[config.mk]
export PLATFORM = sky130hd
export DESIGN_NAME = apb_ddr_cfg_slave
export DESIGN_NICKNAME = d
export VERILOG_FILES = /design/src/rtl/apb_ddr_cfg_pkg.sv /design/src/rtl/apb_ddr_cfg_selfclr_bit.sv /design/src/rtl/apb_ddr_cfg_slave.sv
export SDC_FILE = /design/constraint.sdc
export NUM_CORES = 1
export LEC_CHECK = 0
export BUFFER_PORTS_ARGS = -buffer_cell sky130_fd_sc_hd__buf_4
export CAP_MARGIN = 10
export CORE_MARGIN = 2
export CORE_UTILIZATION = 48
export CTS_BUF_LIST = sky130_fd_sc_hd__clkbuf_8
export DETAILED_ROUTE_END_ITERATION = 8
export PLACE_DENSITY = 0.87
export SLEW_MARGIN = 40
export SYNTH_ARGS = -nofsm -noshare
export SYNTH_HDL_FRONTEND = slang
export SYNTH_SLANG_ARGS = --single-unit
[constraint.sdc]
create_clock -name pclk_i -period 2.8 [get_ports pclk_i]
set_input_delay 0.28 -clock pclk_i [delete_from_list [all_inputs] [get_ports pclk_i]]
set_output_delay 0.28 -clock pclk_i [all_outputs]
set_load 0.02 [all_outputs]
[src/rtl/apb_ddr_cfg_pkg.sv]
// Shared constants for the DDR controller configuration slave: register
// offsets, training bit positions and interrupt-enable layout.
`timescale 1ns/1ps
package apb_ddr_cfg_pkg;

  localparam logic [7:0] ADDR_MRW_CTRL   = 8'h00;
  localparam logic [7:0] ADDR_MRR_CTRL   = 8'h04;
  localparam logic [7:0] ADDR_PPR_CTRL   = 8'h08;
  localparam logic [7:0] ADDR_RANK_STAT  = 8'h0C;
  localparam logic [7:0] ADDR_TRAIN_CTRL = 8'h10;
  localparam logic [7:0] ADDR_TRAIN_STAT = 8'h14;
  localparam logic [7:0] ADDR_IRQ_EN     = 8'h18;
  localparam logic [7:0] ADDR_PPR_STAT   = 8'h1C;

  // TRAIN_CTRL / TRAIN_STAT bit positions
  localparam int TRN_CA      = 0;
  localparam int TRN_WR_DQ   = 1;
  localparam int TRN_WR_LVL  = 2;
  localparam int TRN_RD_LVL  = 3;
  localparam int TRN_RD_GATE = 4;
  localparam int TRN_ZQ      = 5;
  localparam int TRN_ALL     = 6;
  localparam int NB_TRAIN    = 7;

  localparam int IRQ_MRW   = 0;
  localparam int IRQ_MRR   = 1;
  localparam int IRQ_PPR   = 2;
  localparam int IRQ_TRAIN = 3;
  localparam logic [3:0] IRQ_EN_RST = 4'hF;

  typedef enum logic [3:0] {
    REG_NONE,
    REG_MRW_CTRL,
    REG_MRR_CTRL,
    REG_PPR_CTRL,
    REG_RANK_STAT,
    REG_TRAIN_CTRL,
    REG_TRAIN_STAT,
    REG_IRQ_EN,
    REG_PPR_STAT
  } reg_sel_e;

endpackage

[src/rtl/apb_ddr_cfg_selfclr_bit.sv]
// Request/done/sticky cell: a request bit that self-clears on its done input
// and logs the completion in a write-one-to-clear sticky bit.
`timescale 1ns/1ps
module apb_ddr_cfg_selfclr_bit #(
  parameter int W = 1
) (
  input  logic         clk,
  input  logic         rst_n,
  input  logic         i_ctrl_we,
  input  logic [W-1:0] i_ctrl_wdata,
  input  logic         i_stat_we,
  input  logic [W-1:0] i_stat_wdata,
  input  logic [W-1:0] i_done,
  output logic [W-1:0] o_ctrl,
  output logic [W-1:0] o_sticky
);

  logic [W-1:0] r_ctrl;
  logic [W-1:0] r_sticky;
  logic [W-1:0] w_done_evt;
  logic [W-1:0] w_w1c;

  // A done only counts while its request is pending.
  assign w_done_evt = r_ctrl & i_done;
  assign w_w1c      = i_stat_we ? i_stat_wdata : '0;

  // NOTE: state is updated with <= so every bit samples the pre-edge values of
  // r_ctrl and i_done; blocking assignments here would race the sticky update.
  always_ff @(posedge clk or negedge rst_n) begin
    if (!rst_n) begin
      r_ctrl   <= '0;
      r_sticky <= '0;
    end else begin
      r_ctrl   <= i_ctrl_we ? i_ctrl_wdata : (r_ctrl & ~i_done);
      r_sticky <= (r_sticky & ~w_w1c) | w_done_evt;
    end
  end

  assign o_ctrl   = r_ctrl;
  assign o_sticky = r_sticky;

endmodule

[src/rtl/apb_ddr_cfg_slave.sv]
// APB4 completer for DDR MC/PHY configuration: per-rank MRW/MRR/PPR requests,
// PHY training starts, W1C done status and a maskable level interrupt.
`timescale 1ns/1ps
module apb_ddr_cfg_slave
  import apb_ddr_cfg_pkg::*;
#(
  parameter int APB_ADDRWIDTH = 16,
  parameter int APB_DATAWIDTH = 8,
  parameter int NB_RANK       = 2
) (
  input  logic                     pclk_i,
  input  logic                     prst_ni,
  input  logic [APB_ADDRWIDTH-1:0] paddr_i,
  input  logic                     psel_i,
  input  logic                     penable_i,
  input  logic                     pwrite_i,
  input  logic [APB_DATAWIDTH-1:0] pwdata_i,
  input  logic [3:0]               pstrb_i,
  output logic                     pready_o,
  output logic [APB_DATAWIDTH-1:0] prdata_o,
  output logic                     pslverr_o,
  input  logic [NB_RANK-1:0]       mrw_done_status_i,
  input  logic [NB_RANK-1:0]       mrr_done_status_i,
  input  logic [NB_RANK-1:0]       ppr_done_status_i,
  input  logic [NB_RANK-1:0]       ppr_status_i,
  output logic [NB_RANK-1:0]       rank_mrw_o,
  output logic [NB_RANK-1:0]       rank_mrr_o,
  output logic [NB_RANK-1:0]       ppr_en_o,
  output logic                     ca_training_start_o,
  output logic                     wr_dq_training_start_o,
  output logic                     wr_lvl_training_start_o,
  output logic                     rd_lvl_training_start_o,
  output logic                     rd_gate_training_start_o,
  output logic                     zq_training_start_o,
  output logic                     all_training_start_o,
  input  logic                     ca_training_done_i,
  input  logic                     wr_dq_training_done_i,
  input  logic                     wr_lvl_training_done_i,
  input  logic                     rd_lvl_training_done_i,
  input  logic                     rd_gate_training_done_i,
  input  logic                     zq_training_done_i,
  input  logic                     all_training_done_i,
  output logic                     mc_intr_o
);

  reg_sel_e                 w_sel;
  logic                     w_err;
  logic                     w_wr_en;
  logic [APB_DATAWIDTH-1:0] w_rdata;
  logic [NB_RANK-1:0]       w_mrw_st, w_mrr_st, w_ppr_st;
  logic [NB_TRAIN-1:0]      w_train_start, w_train_st, w_train_done;
  logic [3:0]               r_irq_en;
  logic                     r_mc_intr;
  logic                     w_unused;

  // Strobes are ignored and high data bits beyond the register fields are don't-care.
  assign w_unused = ^{pstrb_i, pwdata_i};

  // NOTE: every always_comb output gets a default first, so no path can
  // leave it unassigned and infer a latch.
  always_comb begin
    w_sel = REG_NONE;
    case (paddr_i)
      APB_ADDRWIDTH'(ADDR_MRW_CTRL):   w_sel = REG_MRW_CTRL;
      APB_ADDRWIDTH'(ADDR_MRR_CTRL):   w_sel = REG_MRR_CTRL;
      APB_ADDRWIDTH'(ADDR_PPR_CTRL):   w_sel = REG_PPR_CTRL;
      APB_ADDRWIDTH'(ADDR_RANK_STAT):  w_sel = REG_RANK_STAT;
      APB_ADDRWIDTH'(ADDR_TRAIN_CTRL): w_sel = REG_TRAIN_CTRL;
      APB_ADDRWIDTH'(ADDR_TRAIN_STAT): w_sel = REG_TRAIN_STAT;
      APB_ADDRWIDTH'(ADDR_IRQ_EN):     w_sel = REG_IRQ_EN;
      APB_ADDRWIDTH'(ADDR_PPR_STAT):   w_sel = REG_PPR_STAT;
      default:                         w_sel = REG_NONE;
    endcase
  end

  // Only unmapped addresses error; the RO half of PPR_STAT silently drops writes.
  assign w_err     = (w_sel == REG_NONE);
  assign w_wr_en   = psel_i & penable_i & pwrite_i & ~w_err;
  assign pslverr_o = psel_i & penable_i & w_err;
  assign pready_o  = 1'b1;

  apb_ddr_cfg_selfclr_bit #(.W(NB_RANK)) u_mrw (
    .clk          (pclk_i),
    .rst_n        (prst_ni),
    .i_ctrl_we    (w_wr_en && (w_sel == REG_MRW_CTRL)),
    .i_ctrl_wdata (pwdata_i[NB_RANK-1:0]),
    .i_stat_we    (w_wr_en && (w_sel == REG_RANK_STAT)),
    .i_stat_wdata (pwdata_i[NB_RANK-1:0]),
    .i_done       (mrw_done_status_i),
    .o_ctrl       (rank_mrw_o),
    .o_sticky     (w_mrw_st)
  );

  apb_ddr_cfg_selfclr_bit #(.W(NB_RANK)) u_mrr (
    .clk          (pclk_i),
    .rst_n        (prst_ni),
    .i_ctrl_we    (w_wr_en && (w_sel == REG_MRR_CTRL)),
    .i_ctrl_wdata (pwdata_i[NB_RANK-1:0]),
    .i_stat_we    (w_wr_en && (w_sel == REG_RANK_STAT)),
    .i_stat_wdata (pwdata_i[4 +: NB_RANK]),
    .i_done       (mrr_done_status_i),
    .o_ctrl       (rank_mrr_o),
    .o_sticky     (w_mrr_st)
  );

  apb_ddr_cfg_selfclr_bit #(.W(NB_RANK)) u_ppr (
    .clk          (pclk_i),
    .rst_n        (prst_ni),
    .i_ctrl_we    (w_wr_en && (w_sel == REG_PPR_CTRL)),
    .i_ctrl_wdata (pwdata_i[NB_RANK-1:0]),
    .i_stat_we    (w_wr_en && (w_sel == REG_PPR_STAT)),
    .i_stat_wdata (pwdata_i[NB_RANK-1:0]),
    .i_done       (ppr_done_status_i),
    .o_ctrl       (ppr_en_o),
    .o_sticky     (w_ppr_st)
  );

  assign w_train_done = {all_training_done_i, zq_training_done_i, rd_gate_training_done_i,
                         rd_lvl_training_done_i, wr_lvl_training_done_i,
                         wr_dq_training_done_i, ca_training_done_i};

  apb_ddr_cfg_selfclr_bit #(.W(NB_TRAIN)) u_train (
    .clk          (pclk_i),
    .rst_n        (prst_ni),
    .i_ctrl_we    (w_wr_en && (w_sel == REG_TRAIN_CTRL)),
    .i_ctrl_wdata (pwdata_i[NB_TRAIN-1:0]),
    .i_stat_we    (w_wr_en && (w_sel == REG_TRAIN_STAT)),
    .i_stat_wdata (pwdata_i[NB_TRAIN-1:0]),
    .i_done       (w_train_done),
    .o_ctrl       (w_train_start),
    .o_sticky     (w_train_st)
  );

  assign ca_training_start_o      = w_train_start[TRN_CA];
  assign wr_dq_training_start_o   = w_train_start[TRN_WR_DQ];
  assign wr_lvl_training_start_o  = w_train_start[TRN_WR_LVL];
  assign rd_lvl_training_start_o  = w_train_start[TRN_RD_LVL];
  assign rd_gate_training_start_o = w_train_start[TRN_RD_GATE];
  assign zq_training_start_o      = w_train_start[TRN_ZQ];
  assign all_training_start_o     = w_train_start[TRN_ALL];

  always_ff @(posedge pclk_i or negedge prst_ni) begin
    if (!prst_ni) begin
      r_irq_en  <= IRQ_EN_RST;
      r_mc_intr <= 1'b0;
    end else begin
      if (w_wr_en && (w_sel == REG_IRQ_EN)) r_irq_en <= pwdata_i[3:0];
      r_mc_intr <= (|w_mrw_st   & r_irq_en[IRQ_MRW])
                 | (|w_mrr_st   & r_irq_en[IRQ_MRR])
                 | (|w_ppr_st   & r_irq_en[IRQ_PPR])
                 | (|w_train_st & r_irq_en[IRQ_TRAIN]);
    end
  end

  assign mc_intr_o = r_mc_intr;

  always_comb begin
    w_rdata = '0;
    case (w_sel)
      REG_MRW_CTRL:   w_rdata[NB_RANK-1:0]  = rank_mrw_o;
      REG_MRR_CTRL:   w_rdata[NB_RANK-1:0]  = rank_mrr_o;
      REG_PPR_CTRL:   w_rdata[NB_RANK-1:0]  = ppr_en_o;
      REG_RANK_STAT: begin
        w_rdata[NB_RANK-1:0] = w_mrw_st;
        w_rdata[4 +: NB_RANK] = w_mrr_st;
      end
      REG_TRAIN_CTRL: w_rdata[NB_TRAIN-1:0] = w_train_start;
      REG_TRAIN_STAT: w_rdata[NB_TRAIN-1:0] = w_train_st;
      REG_IRQ_EN:     w_rdata[3:0]          = r_irq_en;
      REG_PPR_STAT: begin
        w_rdata[NB_RANK-1:0] = w_ppr_st;
        w_rdata[4 +: NB_RANK] = ppr_status_i;
      end
      default:        w_rdata = '0;
    endcase
  end

  assign prdata_o = (psel_i && !pwrite_i) ? w_rdata : '0;

endmodule

# Yosys cells after proc, flatten, opt, wreduce, memory -nomap -nowiden
# Memory sizes are Yosys's and may differ from the RTL's.
# Cells that the tools add are included.
# op_classes
eq_ne	8
mux	14
bitwise	36
reduce_logical	16
# ops
op	count
bitwise AND 7 bit	3
2-to-1 mux 7 bit	3
bitwise AND 2 bit	9
== test 4 x 3 -> 1 bit (second input constant)	4
case mux 2 bit (8 select lines)	1
NOT 7 bit	2
2-to-1 mux 2 bit	6
NOT 2 bit	6
logical NOT 11 bit	1
logical AND 1 bit	9
bitwise AND 1 bit	8
== test 4 x 2 -> 1 bit (second input constant)	2
case mux 2 bit (4 select lines)	1
bitwise OR 7 bit	1
OR reduction 7 bit	1
bitwise OR 2 bit	3
case mux 2 bit (3 select lines)	1
OR reduction 2 bit	3
== test 4 x 1 -> 1 bit (second input constant)	1
== test 4 bit (second input constant)	1
logical NOT 4 bit	1
2-to-1 mux 4 bit	1
bitwise OR 1 bit	3
case mux 1 bit (2 select lines)	1
other kinds (2)	2
# totals
ff_bits	31
rom_bits	128
out_inout_bits	24
elab_cells	85
n_memories	1
# memory_table
name	words	word_bits	read_ports	rd_clocked_by_memory_dff	wr	line	text
(name not given)	32	4	1	0	0	apb_ddr_cfg_slave.sv:63	case (paddr_i)

# Logic depth before layout (Yosys ltp)
# depth
depth_word	10
mapped_depth	6
mapped_depth_nobuf	4

# Hierarchy
# A second synthesis with hierarchy kept.
# unflattened
hier_cells	181
hier_area_um2	1696.6
# modules_own_cells
module	instances	cells_per_inst	area_each_um2
apb_ddr_cfg_slave	1	93	683.2
apb_ddr_cfg_selfclr_bit (u_train)	1	49	551.8
apb_ddr_cfg_selfclr_bit (u_mrr ...)	3	13	153.9

# Least setup slack after synthesis
# No wires, ideal clock.
# synth_timing
path_kind	input -> output
start	in paddr_i[8]
end	out prdata_o[6]
t_arrival_ns	1.813
path_slack_ns	0.707
stages	5
cell_sequence	nor4_4 -> and4_2 -> buf_2 -> nand3b_1 -> nor4b_1
# synth_between
elab_chain_len	5
# synth_rtl
item	line	text
from (decl)	apb_ddr_cfg_slave.sv:13	input logic [APB_ADDRWIDTH-1:0] paddr_i,
logical NOT 11 bit (*)	apb_ddr_cfg_slave.sv:63	
2-to-1 mux 4 bit (*)	apb_ddr_cfg_slave.sv:63	
== test 4 x 3 -> 1 bit	apb_ddr_cfg_slave.sv:159	case (w_sel)
case mux 1 bit (2 select lines) (*)	apb_ddr_cfg_slave.sv:159	
2-to-1 mux 7 bit (*)	apb_ddr_cfg_slave.sv:178	assign prdata_o = (psel_i && !pwrite_i) ? w_rdata : '0;
to (decl)	apb_ddr_cfg_slave.sv:20	output logic [APB_DATAWIDTH-1:0] prdata_o,
# Mark *: on every way between the ends. The rest lies on a longest branch, timed or not.

# Worst setup path in the final report
# layout_timing
start	in paddr_i[14]
end	out prdata_o[2]
# layout_between
elab_chain_len	5
# layout_rtl
item	line
logical NOT 11 bit (*)	apb_ddr_cfg_slave.sv:63
2-to-1 mux 4 bit (*)	apb_ddr_cfg_slave.sv:63
== test 4 x 3 -> 1 bit	apb_ddr_cfg_slave.sv:159
case mux 2 bit (3 select lines) (*)	apb_ddr_cfg_slave.sv:159
2-to-1 mux 7 bit (*)	apb_ddr_cfg_slave.sv:178
# Marked as above.

==> run_results.csv <==
group,metric,value,unit
worst_setup_path,critPathMaxFanout,5,
clock_tree,cts_resized,0,
floorplanning,ios,72,
cells_and_area,drive_above_1_share,0.4213,
route,num_vias,1677,
yosys,synthCells,173,
yosys,synthFlopType,"dfrtp_1",
global_route,grt.met2_usage,0.4013,
global_route,gr-max-usage-layer,"met2",
cells_and_area,area_growth,30.25,%
place,post-place-ws,0.6363,ns
global_route,antenna_found_initial,0,
floorplanning,core,3716,um^2
route,ant_nets,0,
cells_and_area,antenna_cells,0,
route,wirelength,4825,um
global_route,track_usage,0.2451,
yosys,syn_area_per_cell,10.88,um^2
place,gp_congestion,0.7999,
global_route,grtUsageMet1,0.3078,
yosys,yosysUniqueCellTypes,41,
worst_setup_path,end_kind,"output port",
sta,min_period_over_period,0.7749,
sta,slew_headroom,0.6281,
floorplanning,fp.dieH,66.62,um
pwr,power_frac_comb,0.124,
yosys,yosys_warnings,0,
global_route,use_met3,0.06250,
worst_setup_path,crit_family,"simple AND/OR/NAND/NOR gates",
yosys,yosysMostFrequentCell,"dfrtp_1",
route,drt_iter0_markers,106,
clock_tree,cts_num_sinks,31,
cells_and_area,fin_util,0.6596,
worst_setup_path,critical_path.max_stage_delay,0.52,ns
clock_tree,ctsLongestPathBuffers,2,
yosys,syn_nets,221,
sta,worst_slew_pin_slew,0.5567,ns
place,port-buffer-count,64,
pwr,switching_share,0.2519,
pwr,leakage,1.164,nW
worst_setup_path,crit_buf_inv,2,
clock_tree,htreeDepth,2,
yosys,yosys-top-cells-count,"dfrtp_1, nor2b_1, a22o_1",
global_route,grt_start_max_net_pins,32,
route,via_per_inst,5.926,
sta,finalCriticalPeriod,2.170,ns
sta,setup_slack,0.6304,ns
global_route,gr-total-overflow,0,
global_route,grt_pass1_vias,1707,
sta,finalSetupTns,0,ns
yosys,ys_ff_latch,31,
global_route,grt_pass1_wl,8086,um
route,dr.pass1.iters,4,
pwr,seqPwrFrac,0.503,
min_path,hold_path_class,"in2reg",
clock_tree,clk_pin_slew,0.07,ns
clock_tree,cts_setup_buffers,0,
route,drc,0,
sta,rsz0062_at_grt,"false",
sta,hold_viol_final,0,
place,dp_hpwl,3685,um
worst_setup_path,crit_type,"in2out",
clock_tree,hold_buffers,1,
yosys,synth_top_area_share,0.3590,
yosys,postSynth.asyncResetShare,1.000,
worst_setup_path,cp.arrival,1.89,ns
sta,skew,0.006574,ns
yosys,ys_seq_area_frac,0.4149,
pwr,switchingPower,0.0002247,W
yosys,post-synth-top-area-cell,"dfrtp_1",
yosys,synth_area_leaders,"dfrtp_1, mux2_2, a22o_1, nor2b_1, dfstp_2",
sta,setup_viol,0,
floorplanning,start_util,0.5064,
clock_tree,cts_buffers,5,
pwr,p_int,0.0006672,W
route,routedWlPerCell,17.05,um
worst_setup_path,cp_slowest_cell,"nor3b_1",
sta,max_freq,0.4609,GHz
pwr,power.density,363.8,nW/um^2
pwr,ir_drop,0.2300,mV
worst_setup_path,crit_path_frequent_cell,"buf_4",
floorplanning,num_rows,22,
clock_tree,insertion_delay,0.29,ns
yosys,syn_area,1882,um^2
pwr,p_clk_frac,0.373,
place,placed_cells,274,
sta,drv_slew,0,
clock_tree,tritoncts,"yes",
job,cap_violations,0,
floorplanning,die_area,4438,um^2
cells_and_area,finalNetCount,282,
place,dpl_cell_area,2360,um^2
outcome,status,"complete, no violations",
worst_setup_path,path_cells,"buf_4 > nor3_1 > nand4_2 > nor3b_1 > and3_1 > buf_4",
cells_and_area,stdcell_count,283,
floorplanning,die_w,66.62,um
clock_tree,clock-root-buffer,"clkbuf_8",
yosys,synth-edff-count,0,
worst_setup_path,worstPathRequired,2.52,ns
cells_and_area,postLayoutCellArea,2451,um^2
worst_setup_path,cp-start-kind,"input port",
[final cells by class]
class,instances,area [um^2]
Clock buffer,5,68.82
Timing Repair Buffer,65,490.5
Sequential cell,31,780.7
Multi-Input combinational cell,130,1035
Clock inverter,3,12.51
Fill cell,331,1265
Tap cell,48,60.06
Inverter,1,3.754
[flip-flops by register name (all words and copies together), names as in the netlist]
signal            cells
u_train.o_ctrl        7
u_mrw.o_sticky        2
u_train.o_sticky      7
u_ppr.o_sticky        2
r_irq_en              4
u_ppr.o_ctrl          2
u_mrr.o_sticky        2
u_mrw.o_ctrl          2
u_mrr.o_ctrl          2
mc_intr_o             1
[stage by stage]
step,hold WS (ns),total power (W)
6_report,0.2220,0.0008918
4_1_cts,0.2186,0.0008941
2_1_floorplan,-0.01559,0.0004935
3_3_place_gp,0.2325,0.0005626
3_5_place_dp,0.2325,0.0005653
5_1_grt,0.2285,0.0009262
[metal layers]
metal  up-vias  routed length (um)
li1        768                   -
met1       836                1963
met2        64                2459
met3         9                 317
met4         0                  84
met5         -                   0
[cell usage in the layout, fill, tap and decap left out, types with 5 or more instances in the layout]
cell type,instances
dfrtp_1,27
o21ai_0,5
nand4_1,10
mux2_2,13
nand2_1,6
a22o_1,15
nor2_1,7
nor2b_1,17
buf_4,64
mux2i_1,7
clkbuf_8,5
[worst paths after layout]
| kind | start | to | slack (ns) | cells past startpoint |
|---|---|---|---|---|
| setup / recovery | paddr_i[14] | prdata_o[2] | 0.63 | 6 |
| hold / removal | zq_training_done_i | u_train.o_sticky[5] | 0.22 | 2 |
| setup reg to reg | u_train.o_sticky[2] | mc_intr_o | 1.29 | 3 |
| hold reg to reg | u_mrr.o_sticky[0] | u_mrr.o_sticky[0] | 0.53 | 1 |
| min in group asynchronous | prst_ni | u_train.o_ctrl[6] | 0.46 | 2 |
| max in group asynchronous | prst_ni | r_irq_en[0] | 2.03 | 2 |
[power by group through the flow]
stage                      logic, W  registers [W]  clock network [W]
after floorplan           0.0000371       0.000456                  0
after global placement     0.000106       0.000456                  0
after detailed placement   0.000109       0.000456                  0
after CTS                  0.000110       0.000448           0.000335
after global routing       0.000119       0.000448           0.000359
final                      0.000110       0.000448           0.000333
[logic make-up after synthesis]
group | Yosys count | share of synthesized area
multiplexers | 26 | 0.1549
other | 2 | 0.003991
AND/OR/NAND/NOR | 69 | 0.2606
AO/OA/AOI/OAI | 33 | 0.1303
flip-flops | 31 | 0.4149
buffers and inverters | 12 | 0.03524
No activity file was read; power rests on OpenSTA's default activity.
